File: config.mk
export PLATFORM = sky130hd
export DESIGN_NAME = dcf77_encoder
export DESIGN_NICKNAME = d
export VERILOG_FILES = /design/src/rtl/dcf77_encoder.sv
export SDC_FILE = /design/constraint.sdc
export NUM_CORES = 1
export LEC_CHECK = 0
export CAP_MARGIN = 20
export CORE_MARGIN = 10
export CORE_UTILIZATION = 50
export CTS_BUF_LIST = sky130_fd_sc_hd__clkbuf_8 sky130_fd_sc_hd__clkbuf_16
export DETAILED_ROUTE_END_ITERATION = 6
export PLACE_DENSITY_LB_ADDON = 0.12
export SLEW_MARGIN = 40
export SYNTH_ARGS = -nofsm -noshare
export SYNTH_HDL_FRONTEND = slang
export SYNTH_SLANG_ARGS = --single-unit
File: constraint.sdc
create_clock -name clk_in -period 4.2 [get_ports clk_in]
set_input_delay 0.84 -clock clk_in [delete_from_list [all_inputs] [get_ports clk_in]]
set_output_delay 0.84 -clock clk_in [all_outputs]
set_load 0.01 [all_outputs]
File: src/rtl/dcf77_encoder.sv
// DCF77 time-code transmitter: shadowed BCD time fields, 59-bit frame,
// 100/200 ms second pulses, silent second 59 as the minute mark.
`timescale 1ns/1ps
module dcf77_encoder #(
  parameter int unsigned TICKS_PER_100MS = 1000000
) (
  input  logic       clk_in,
  input  logic       rst_n_in,
  input  logic       enable_in,
  input  logic       time_load_in,
  input  logic       dst_in,
  input  logic [6:0] minute_bcd_in,
  input  logic [5:0] hour_bcd_in,
  input  logic [5:0] day_bcd_in,
  input  logic [2:0] weekday_in,
  input  logic [4:0] month_bcd_in,
  input  logic [7:0] year_bcd_in,
  output logic       dcf_out,
  output logic [5:0] second_out,
  output logic       sec_tick_out,
  output logic       frame_req_out,
  output logic       stale_out,
  output logic       running_out
);

  localparam int unsigned TW =
    (TICKS_PER_100MS > 1) ? $clog2(TICKS_PER_100MS) : 1;
  localparam logic [TW-1:0] TICK_LAST = TW'(TICKS_PER_100MS - 1);

  typedef enum logic {IDLE, RUN} state_t;

  state_t        state_q, state_d;
  logic [TW-1:0] tick_q, tick_d;
  logic [3:0]    tenth_q, tenth_d;
  logic [5:0]    sec_q, sec_d;
  logic [58:0]   frame_q, frame_d, frame_new;
  logic [59:0]   frame_ext;
  logic          stale_q, stale_d;
  logic          fresh_q, fresh_d;
  logic          valid_q;
  logic          dcf_q, dcf_d;
  logic          stick_q, stick_d;
  logic          req_q, req_d;

  logic [6:0] sh_min;
  logic [5:0] sh_hour;
  logic [5:0] sh_day;
  logic [2:0] sh_wday;
  logic [4:0] sh_month;
  logic [7:0] sh_year;
  logic       sh_dst;

  always_ff @(posedge clk_in or negedge rst_n_in) begin
    if (!rst_n_in) begin
      sh_min   <= '0;
      sh_hour  <= '0;
      sh_day   <= '0;
      sh_wday  <= '0;
      sh_month <= '0;
      sh_year  <= '0;
      sh_dst   <= 1'b0;
      valid_q  <= 1'b0;
    end else if (time_load_in) begin
      sh_min   <= minute_bcd_in;
      sh_hour  <= hour_bcd_in;
      sh_day   <= day_bcd_in;
      sh_wday  <= weekday_in;
      sh_month <= month_bcd_in;
      sh_year  <= year_bcd_in;
      sh_dst   <= dst_in;
      valid_q  <= 1'b1;
    end
  end

  always_comb begin
    frame_new        = '0;
    frame_new[17]    = sh_dst;
    frame_new[18]    = ~sh_dst;
    frame_new[20]    = 1'b1;
    frame_new[27:21] = sh_min;
    frame_new[28]    = ^sh_min;
    frame_new[34:29] = sh_hour;
    frame_new[35]    = ^sh_hour;
    frame_new[41:36] = sh_day;
    frame_new[44:42] = sh_wday;
    frame_new[49:45] = sh_month;
    frame_new[57:50] = sh_year;
    frame_new[58]    = ^{sh_year, sh_month, sh_wday, sh_day};
  end

  always_comb begin
    state_d   = state_q;
    tick_d    = tick_q;
    tenth_d   = tenth_q;
    sec_d     = sec_q;
    frame_d   = frame_q;
    stale_d   = stale_q;
    fresh_d   = fresh_q;
    stick_d   = 1'b0;
    req_d     = 1'b0;
    dcf_d     = 1'b0;
    frame_ext = '0;
    unique case (state_q)
      IDLE: begin
        if (enable_in && valid_q) begin
          state_d = RUN;
          tick_d  = '0;
          tenth_d = '0;
          sec_d   = '0;
          frame_d = frame_new;
          stale_d = ~fresh_q;
          fresh_d = 1'b0;
          stick_d = 1'b1;
        end
      end
      RUN: begin
        if (!enable_in) begin
          state_d = IDLE;
          tick_d  = '0;
          tenth_d = '0;
          sec_d   = '0;
        end else if (tick_q != TICK_LAST) begin
          tick_d = tick_q + 1'b1;
        end else begin
          tick_d = '0;
          if (tenth_q != 4'd9) begin
            tenth_d = tenth_q + 4'd1;
          end else begin
            tenth_d = '0;
            stick_d = 1'b1;
            if (sec_q != 6'd59) begin
              sec_d = sec_q + 6'd1;
            end else begin
              // minute wrap: next frame comes from the shadow as it stands
              sec_d   = '0;
              frame_d = frame_new;
              stale_d = ~fresh_q;
              fresh_d = 1'b0;
            end
          end
        end
      end
      default: state_d = IDLE;
    endcase
    if (time_load_in) fresh_d = 1'b1;
    req_d     = stick_d && (sec_d == 6'd50);
    frame_ext = {1'b0, frame_d};
    if (state_d == RUN)
      dcf_d = (sec_d != 6'd59) &&
              ((tenth_d == 4'd0) ||
               ((tenth_d == 4'd1) && frame_ext[sec_d]));
  end

  always_ff @(posedge clk_in or negedge rst_n_in) begin
    if (!rst_n_in) begin
      state_q <= IDLE;
      tick_q  <= '0;
      tenth_q <= '0;
      sec_q   <= '0;
      frame_q <= '0;
      stale_q <= 1'b0;
      fresh_q <= 1'b0;
      dcf_q   <= 1'b0;
      stick_q <= 1'b0;
      req_q   <= 1'b0;
    end else begin
      state_q <= state_d;
      tick_q  <= tick_d;
      tenth_q <= tenth_d;
      sec_q   <= sec_d;
      frame_q <= frame_d;
      stale_q <= stale_d;
      fresh_q <= fresh_d;
      dcf_q   <= dcf_d;
      stick_q <= stick_d;
      req_q   <= req_d;
    end
  end

  assign dcf_out       = dcf_q;
  assign second_out    = sec_q;
  assign sec_tick_out  = stick_q;
  assign frame_req_out = req_q;
  assign stale_out     = stale_q;
  assign running_out   = (state_q == RUN);

endmodule

# Word level (Yosys, flattened, before mapping)

Index checks and enable logic that the tools add are counted.

Bits in registers: 132
Input bits: 40
Output and inout bits: 11
Logic and storage cells: 96

Add/subtract/negate cells: 3
Order comparisons: 1
Eq/ne operators: 16
Muxes and demuxes: 44
Bitwise gates (word level): 3
Reductions and logical operators: 11

Operators by type and width:

| operator              | number |
|---|---|
| $mux 59               | 5 |
| $pmux 59 s2           | 1 |
| $mux 20               | 3 |
| $pmux 20 s2           | 1 |
| $mux 6                | 5 |
| $reduce_xor 22->1     | 1 |
| $add 20x1->20 const B | 1 |
| $ne 20x20->1 const B  | 1 |
| $mux 1                | 18 |
| $mux 4                | 4 |
| $ne 3x3->1 const B    | 5 |
| $ne 6x6->1 const B    | 2 |
| $pmux 6 s2            | 1 |
| $ne 2x2->1 const B    | 5 |
| $reduce_and 5->1      | 2 |
| $pmux 1 s2            | 4 |
| $pmux 4 s2            | 1 |
| $lt 6x7->1 const B    | 1 |
| $reduce_xor 7->1      | 1 |
| $add 6x1->6 const B   | 1 |
| $bmux 1 s6            | 1 |
| $eq 6x6->1 const B    | 1 |
| $reduce_xor 6->1      | 1 |
| $add 4x1->4 const B   | 1 |
| 6 further kinds       | 11 |

# Logic depth before layout (Yosys ltp)

Gate-level depths: netlist (run 1).

Depth in word-level cells: 12
Mapped depth: 14
Mapped depth without buffers: 12

# Least setup slack after synthesis (run 1)

No wires, ideal clock.

Kind: register -> register
Start: register tick_q[0]
End: register dcf_q, in the netlist dcf_out
Library setup time: 0.120 ns
Data arrival time: 3.023 ns
Required time: 4.080 ns
Slack: 1.057 ns
Stages on the path, launching flop included: 13
Path buffers: 1
Period minus slack after synthesis: 3.143 ns
Cell sequence: dfrtp_1 ha_1 nand3_1 nor4_4 nand3_2 o31ai_2 buf_4 mux2_2 a221oi_2 o21ai_1 a2111o_1 o2111a_1 a41o_1

Longest elaborated chain between the ends: 10
Elaborated cells between the ends (all ways): 19
Classes of those cells: eq/ne (3); mux (12); reduce/logical (4)

RTL lines:

| what                         | line | source |
|---|---|---|
| start: declaration           | 33   | `logic [TW-1:0] tick_q, tick_d;` |
| start signal: assignment     | 168  | `tick_q <= tick_d;` |
| $ne 20x20->1                 | 122  | `end else if (tick_q != TICK_LAST) begin` |
| $mux 59                      | 122  |  |
| $mux 59                      | 117  | `if (!enable_in) begin` |
| $pmux 59 s2                  | 103  | `unique case (state_q)` |
| net frame_d[35]              | 36   | `logic [58:0] frame_q, frame_d, frame_new;` |
| $bmux 1 s6                   | 151  | `((tenth_d == 4'd1) && frame_ext[sec_d]));` |
| $mux 1 (not written as such) | 151  |  |
| $logic_and 1x1->1            | 151  |  |
| $logic_or 1x1->1             | 150  | `((tenth_d == 4'd0) \|\|` |
| $logic_and 1x1->1            | 149  | `dcf_d = (sec_d != 6'd59) &&` |
| $mux 1                       | 148  | `if (state_d == RUN)` |
| net dcf_d                    | 41   | `logic dcf_q, dcf_d;` |
| end signal: assignment       | 163  | `dcf_q <= 1'b0;` |
| end signal: assignment       | 174  | `dcf_q <= dcf_d;` |
| end: declaration             | 41   |  |

The timed path passes the listed nets, and every way through them passes these cells. The select of a mux whose other input is x is not followed.
A chain may end at the register's enable or synchronous reset.

# Worst setup path in the final report (run 1)

Same ends and word-level chain as after synthesis.

==> results.json, run 1 <==
{
  "drive_above_1_share_pct": 19.9,
  "min_path_type": "register to register",
  "grt_remaining_overflow": 0,
  "crit_required_ns": 4.52,
  "fin_crit_sh_pct": 87.1,
  "r2r_setup_slack_ns": 0.54,
  "clockBufferDepth": 2,
  "die_h_um": 132,
  "synth-edff-count": 0,
  "fin_nets": 672,
  "grtUsageTotal_pct": 16.5,
  "worstRegToRegCells": 12,
  "viasPerCell": 5.55,
  "antenna_found_initial": 0,
  "drc": 0,
  "drt-initial-drc-count": 304,
  "arrival_ns": 3.98,
  "slew_headroom_pct": 51.5,
  "skew_ns": 0.00707,
  "cp-start-kind": "register",
  "io_pins": 51,
  "switchingPower_uw": 846,
  "worst_pin_slew_ns": 0.727,
  "syn-cell-area_um2": 6310,
  "wl_um": 14000,
  "power.leakage_nw": 3.28,
  "clk-insertion-delay-late_ns": 0.43,
  "grt_max_degree": 75,
  "synth_cells": 571,
  "place_ws_ns": 0.377,
  "num_rows": 40,
  "placed_area_um2": 7050,
  "worst-path-max-fanout": 29,
  "vias": 4503,
  "post-cts-setup-buffers": 0,
  "switching_share_pct": 24.7,
  "synth_most_common_cell": "dfrtp_1",
  "power.share.combinational_pct": 13.6,
  "crit_type": "register to register",
  "setup_total_negative_slack_ns": 0,
  "htreeDepth": 4,
  "synthTopCellsByArea": "dfrtp_1 52%, mux2_2 11%, nand2_1 4.6%",
  "cts_tree": "done",
  "clkPwrFrac_pct": 43.9,
  "die-width_um": 132,
  "ys.flop_type": "dfrtp_1",
  "post_cts_resized": 0,
  "setup-violations-final": 0,
  "n_antenna_cell": 0,
  "whs_path_depth": 1,
  "clockRootBuffer": "clkbuf_16",
  "fin_util_pct": 63.0,
  "grt_pass1_vias": 4628,
  "fmax_mhz": 273,
  "seq_area_frac_synth_pct": 52.4,
  "design_area_um2": 7660,
  "synth_common_cells": "132 x dfrtp_1, 77 x nand2_1, 59 x mux2_2",
  "synth_cell_types": 67,
  "layout_setup_ws_ns": 0.540,
  "hold_viol_final": 0,
  "numCtsBuffers": 17,
  "dp_hpwl_um": 9750,
  "ir_drop_mv": 0.348,
  "async_reset_ff_share_pct": 100,
  "p_per_area_nw_per_um2": 448,
  "initial_core_util_pct": 51.9,
  "clk_pin_slew_ns": 0.06,
  "yosys_warnings": 0,
  "wl_per_cell_um": 17.2,
  "grt_pass1_wl_um": 23500,
  "status": "completed",
  "port_buffers": 50,
  "firstDrtPassIters": 4,
  "max-cap-violations": 0,
  "end_kind": "register",
  "ys_ff_latch": 132,
  "period_minus_slack_ns": 3.66,
  "place.gp.congestion": 0.857,
  "synth_nets": 613,
  "core_um2": 12200,
  "dieArea_um2": 17500,
  "synth_top_area_share_pct": 52.4,
  "clock-sinks": 132,
  "cts_hold_buffers": 0,
  "intPower_mw": 2.58,
  "syn_to_final_growth_pct": 21.5,
  "seq_power_share_pct": 42.5,
  "synth.avg_cell_area_um2": 11.0,
  "slew_viol_final": 0,
  "drtAntennaViolNets": 0,
  "rsz0062_at_grt": "no",
  "synth_top_area_cell": "dfrtp_1"
}
layout by cell type, fill, tap and decap left out, types with 3 or more instances in the layout:
| master | n |
|---|---|
| a31oi_1 | 7 |
| nand2_1 | 77 |
| xnor2_1 | 31 |
| nor3_1 | 3 |
| and2_1 | 22 |
| clkbuf_16 | 17 |
| xor2_1 | 7 |
| nor2_1 | 23 |
| mux2_1 | 8 |
| clkinv_4 | 3 |
| mux2_2 | 59 |
| inv_2 | 3 |
| clkinv_2 | 4 |
| nand4_1 | 6 |
| and3_1 | 11 |
| inv_1 | 6 |
| o22ai_1 | 4 |
| a41oi_1 | 4 |
| dfrtp_1 | 132 |
| o21ai_1 | 4 |
| mux2i_1 | 10 |
| a21oi_1 | 14 |
| clkinvlp_4 | 3 |
| nand3_1 | 14 |
| a21o_1 | 3 |
| bufinv_16 | 3 |
| buf_4 | 19 |
| o31ai_1 | 4 |
| o21ai_0 | 40 |
| clkdlybuf4s50_1 | 48 |
| nand3b_1 | 4 |
sequential cells by signal, indices dropped and copies added (netlist names):
name,count
running_out,1
dcf_out,1
tick_q,20
sh_min,7
frame_q,59
sec_tick_out,1
frame_req_out,1
tenth_q,4
sh_wday,3
valid_q,1
sh_year,8
sh_dst,1
second_out,6
fresh_q,1
sh_hour,6
sh_month,5
sh_day,6
stale_out,1
per-stage QoR:
stage               cells  power, mW  hold slack [ns]
floorplan             571       1.79            0.418
global placement      779       1.94            0.438
detailed placement    779       1.95            0.435
CTS                   811       3.46            0.443
global route          811       3.58            0.466
finish                811       3.43            0.440
path summary, 6_finish.rpt:
check / startpoint / endpoint
worst max-delay path: tick_q[0] / dcf_out
worst min-delay path: fresh_q / stale_out
worst max register to register: tick_q[0] / dcf_out
worst min register to register: fresh_q / stale_out
max in group asynchronous: rst_n_in / tick_q[12]
min in group asynchronous: rst_n_in / sh_day[0]
final cells by class:
class,count,area (µm²)
clock buffer,18,439
tap,168,210
inverter,8,30.0
timing repair buffer,69,663
multi-input combinational,402,2860
clock inverter,14,163
fill,993,4500
sequential,132,3300
logic make-up (layout without fill, tap and decap cells):
group | after synthesis | in the layout | synth area share, %
buf+inv | 37 | 109 | 2.58
simple gates | 179 | 179 | 14.4
flops | 132 | 132 | 52.4
compound gates | 105 | 105 | 11.2
fa+ha+maj | 2 | 2 | 0.397
xor+xnor | 38 | 38 | 5.28
mux | 78 | 78 | 13.8
layer usage:
| metal | wire length, µm | up-vias | GRT usage, % |
|---|---|---|---|
| li1 | - | 2161 | - |
| met1 | 6740 | 2218 | 22.0 |
| met2 | 6360 | 101 | 24.5 |
| met3 | 617 | 23 | 5.26 |
| met4 | 254 | 0 | 6.30 |
| met5 | 0 | - | 0 |
power groups by stage:
stage	Combinational, mW	Sequential [mW]	Clock [mW]
3_3_place_gp	0.461	1.47	0
2_1_floorplan	0.326	1.46	0
5_1_grt	0.522	1.47	1.58
6_report	0.467	1.46	1.51
3_5_place_dp	0.470	1.48	0
4_1_cts	0.475	1.46	1.53
worst max-delay path, cell delays in order, from the launching register on:
cell	delay [ns]
dfrtp_1	0.38
ha_1	0.21
nand3_1	0.22
nor4_4	0.55
nand3_2	0.22
o31ai_4	0.34
buf_12	0.24
mux2_1	0.36
mux2i_1	0.14
mux2i_1	0.09
a211o_1	0.30
o2111a_1	0.23
a41o_1	0.23
Power figures use the tool's default switching activity.
==> run 2, diff against run 1 <==
GPL_TIMING_DRIVEN = 0   (was not set)
==> run 2 against run 1 <==
  * Sequential power barely moved
  * Fmax fell by 7.4%
  * Routed wire length rose by 5.5%
  * Clock power rose by 14%
  * Count of clock-buffer cells in the layout rose by 4
  * Hold slack got worse by 0.097 ns
  * Largest cell class unchanged
  * Highest routed layer unchanged
==> results.json, run 2 (synthesis results as in run 1) <==
{
  "status": "completed",
  "dieArea_um2": 17500,
  "drt-initial-drc-count": 386,
  "fmax_mhz": 253,
  "worst_pin_slew_ns": 0.781,
  "num_rows": 40,
  "wl_um": 14800,
  "fin_crit_sh_pct": 94.1,
  "drive_above_1_share_pct": 18.1,
  "skew_ns": 0.0117,
  "max-cap-violations": 0,
  "grt_remaining_overflow": 0,
  "port_buffers": 49,
  "period_minus_slack_ns": 3.95,
  "holdWs_ns": 0.343,
  "post-cts-setup-buffers": 0,
  "power.leakage_nw": 3.33,
  "n_antenna_cell": 0,
  "switching_share_pct": 22.7,
  "p_per_area_nw_per_um2": 472,
  "grt_pass1_wl_um": 24700,
  "grt_pass1_vias": 4670,
  "clockRootBuffer": "clkbuf_16",
  "seq_power_share_pct": 39.8,
  "switchingPower_uw": 829,
  "syn_to_final_growth_pct": 22.9,
  "grt_max_degree": 69,
  "largest_reg_flops": 59,
  "arrival_ns": 4.26,
  "wl_per_cell_um": 18.0,
  "intPower_mw": 2.83,
  "place.gp.congestion": 0.882,
  "drc": 0,
  "viasPerCell": 5.57,
  "grtUsageTotal_pct": 17.5,
  "end_kind": "register",
  "worst-path-max-fanout": 10,
  "crit_type": "input port to register",
  "die-width_um": 132,
  "total_power_mw": 3.66,
  "clkPwrFrac_pct": 47.1,
  "most-common-layout-cells": "132 x dfrtp_1, 77 x nand2_1, 59 x mux2_2",
  "top_register": "frame_q",
  "top_regs": "frame_q x59, tick_q x20, sh_year x8",
  "core_um2": 12200,
  "setup-violations-final": 0,
  "slew_viol_final": 0,
  "post_cts_resized": 0,
  "firstDrtPassIters": 6,
  "dp_hpwl_um": 10200,
  "vias": 4573,
  "min_path_type": "input port to async pin",
  "initial_core_util_pct": 51.9,
  "cts_tree": "done",
  "cp-start-kind": "input port",
  "clock-sinks": 132,
  "rsz0062_at_grt": "no",
  "numCtsBuffers": 17,
  "crit_required_ns": 4.50,
  "io_pins": 51,
  "drtAntennaViolNets": 0,
  "ir_drop_mv": 0.339,
  "clk_pin_slew_ns": 0.06,
  "slew_headroom_pct": 47.9,
  "power.share.combinational_pct": 13.1,
  "setup_total_negative_slack_ns": 0,
  "fin_nets": 682,
  "antenna_found_initial": 0,
  "clk-insertion-delay-late_ns": 0.42,
  "cts_hold_buffers": 0,
  "hold_viol_final": 0,
  "final_common_cell": "dfrtp_1",
  "htreeDepth": 4,
  "clockBufferDepth": 2,
  "die_h_um": 132
}
## run 2: cell types whose count changed in the layout (fill, tap and decap cells not counted), sizes merged
| cell | change |
|---|---|
| buf | -6 |
| bufinv | +3 |
| clkinvlp | -2 |
| clkinv | -6 |
| clkbuf | +20 |
| inv | +1 |
## run 2: path summary, 6_finish.rpt
check                      cells past startpoint         end       from  slack (ns)
min reg2reg                                    1   stale_out    fresh_q        0.44
min in group clk_in                            1   stale_out    fresh_q        0.44
min                                            1  sh_year[5]   rst_n_in        0.34
max reg2reg                                   11     dcf_out  tick_q[0]        0.58
max in group asynchronous                      2   sh_min[1]   rst_n_in        3.15
max                                           11     dcf_out  enable_in        0.25
## run 2: power by group through the flow
stage / logic, mW / registers (mW) / clock network (mW)
floorplan: 0.326 / 1.46 / 0
global placement: 0.460 / 1.47 / 0
detailed placement: 0.477 / 1.48 / 0
CTS: 0.486 / 1.46 / 1.75
global route: 0.528 / 1.47 / 1.80
finish: 0.479 / 1.45 / 1.72
## run 2: through the flow
| step | utilization [%] | worst slack (ns) | std cells | instance area (µm²) |
|---|---|---|---|---|
| final | 63.7 | 0.247 | 821 | 7750 |
| after global routing | 63.7 | 0.0597 | 821 | 7750 |
| after CTS | 63.6 | 0.129 | 821 | 7730 |
| after detailed placement | 57.9 | -0.290 | 789 | 7040 |
| after global placement | 57.6 | -2.80 | 788 | 7010 |
| after floorplan | - | 1.06 | 571 | 6310 |
## run 2: final cells by class
class	instances	area, µm²
buffer	29	133
clock buffer	22	494
clock inverter	10	200
fill	984	4410
inverter	8	30.0
multi-input combinational	402	2860
sequential	132	3300
tap	168	210
timing repair buffer	50	523
## run 2: worst max-delay path, cell delays in order
cell	delay (ns)
clkdlybuf4s50_1	0.59
and2_1	0.16
clkbuf_1	0.38
o21ai_1	0.29
o41ai_4	0.64
clkbuf_1	0.42
inv_1	0.22
a31oi_1	0.20
o211ai_1	0.12
o2111a_1	0.15
a41o_1	0.26
## run 2: per-layer routing
layer / vias to the layer above / wire [µm] / part of all wire (%) / track usage, %
li1: 2177 / - / - / -
met1: 2238 / 6930 / 47 / 23.2
met2: 141 / 6910 / 47 / 26.9
met3: 17 / 704 / 4.8 / 4.76
met4: 0 / 206 / 1.4 / 5.93
met5: - / 0 / 0 / 0
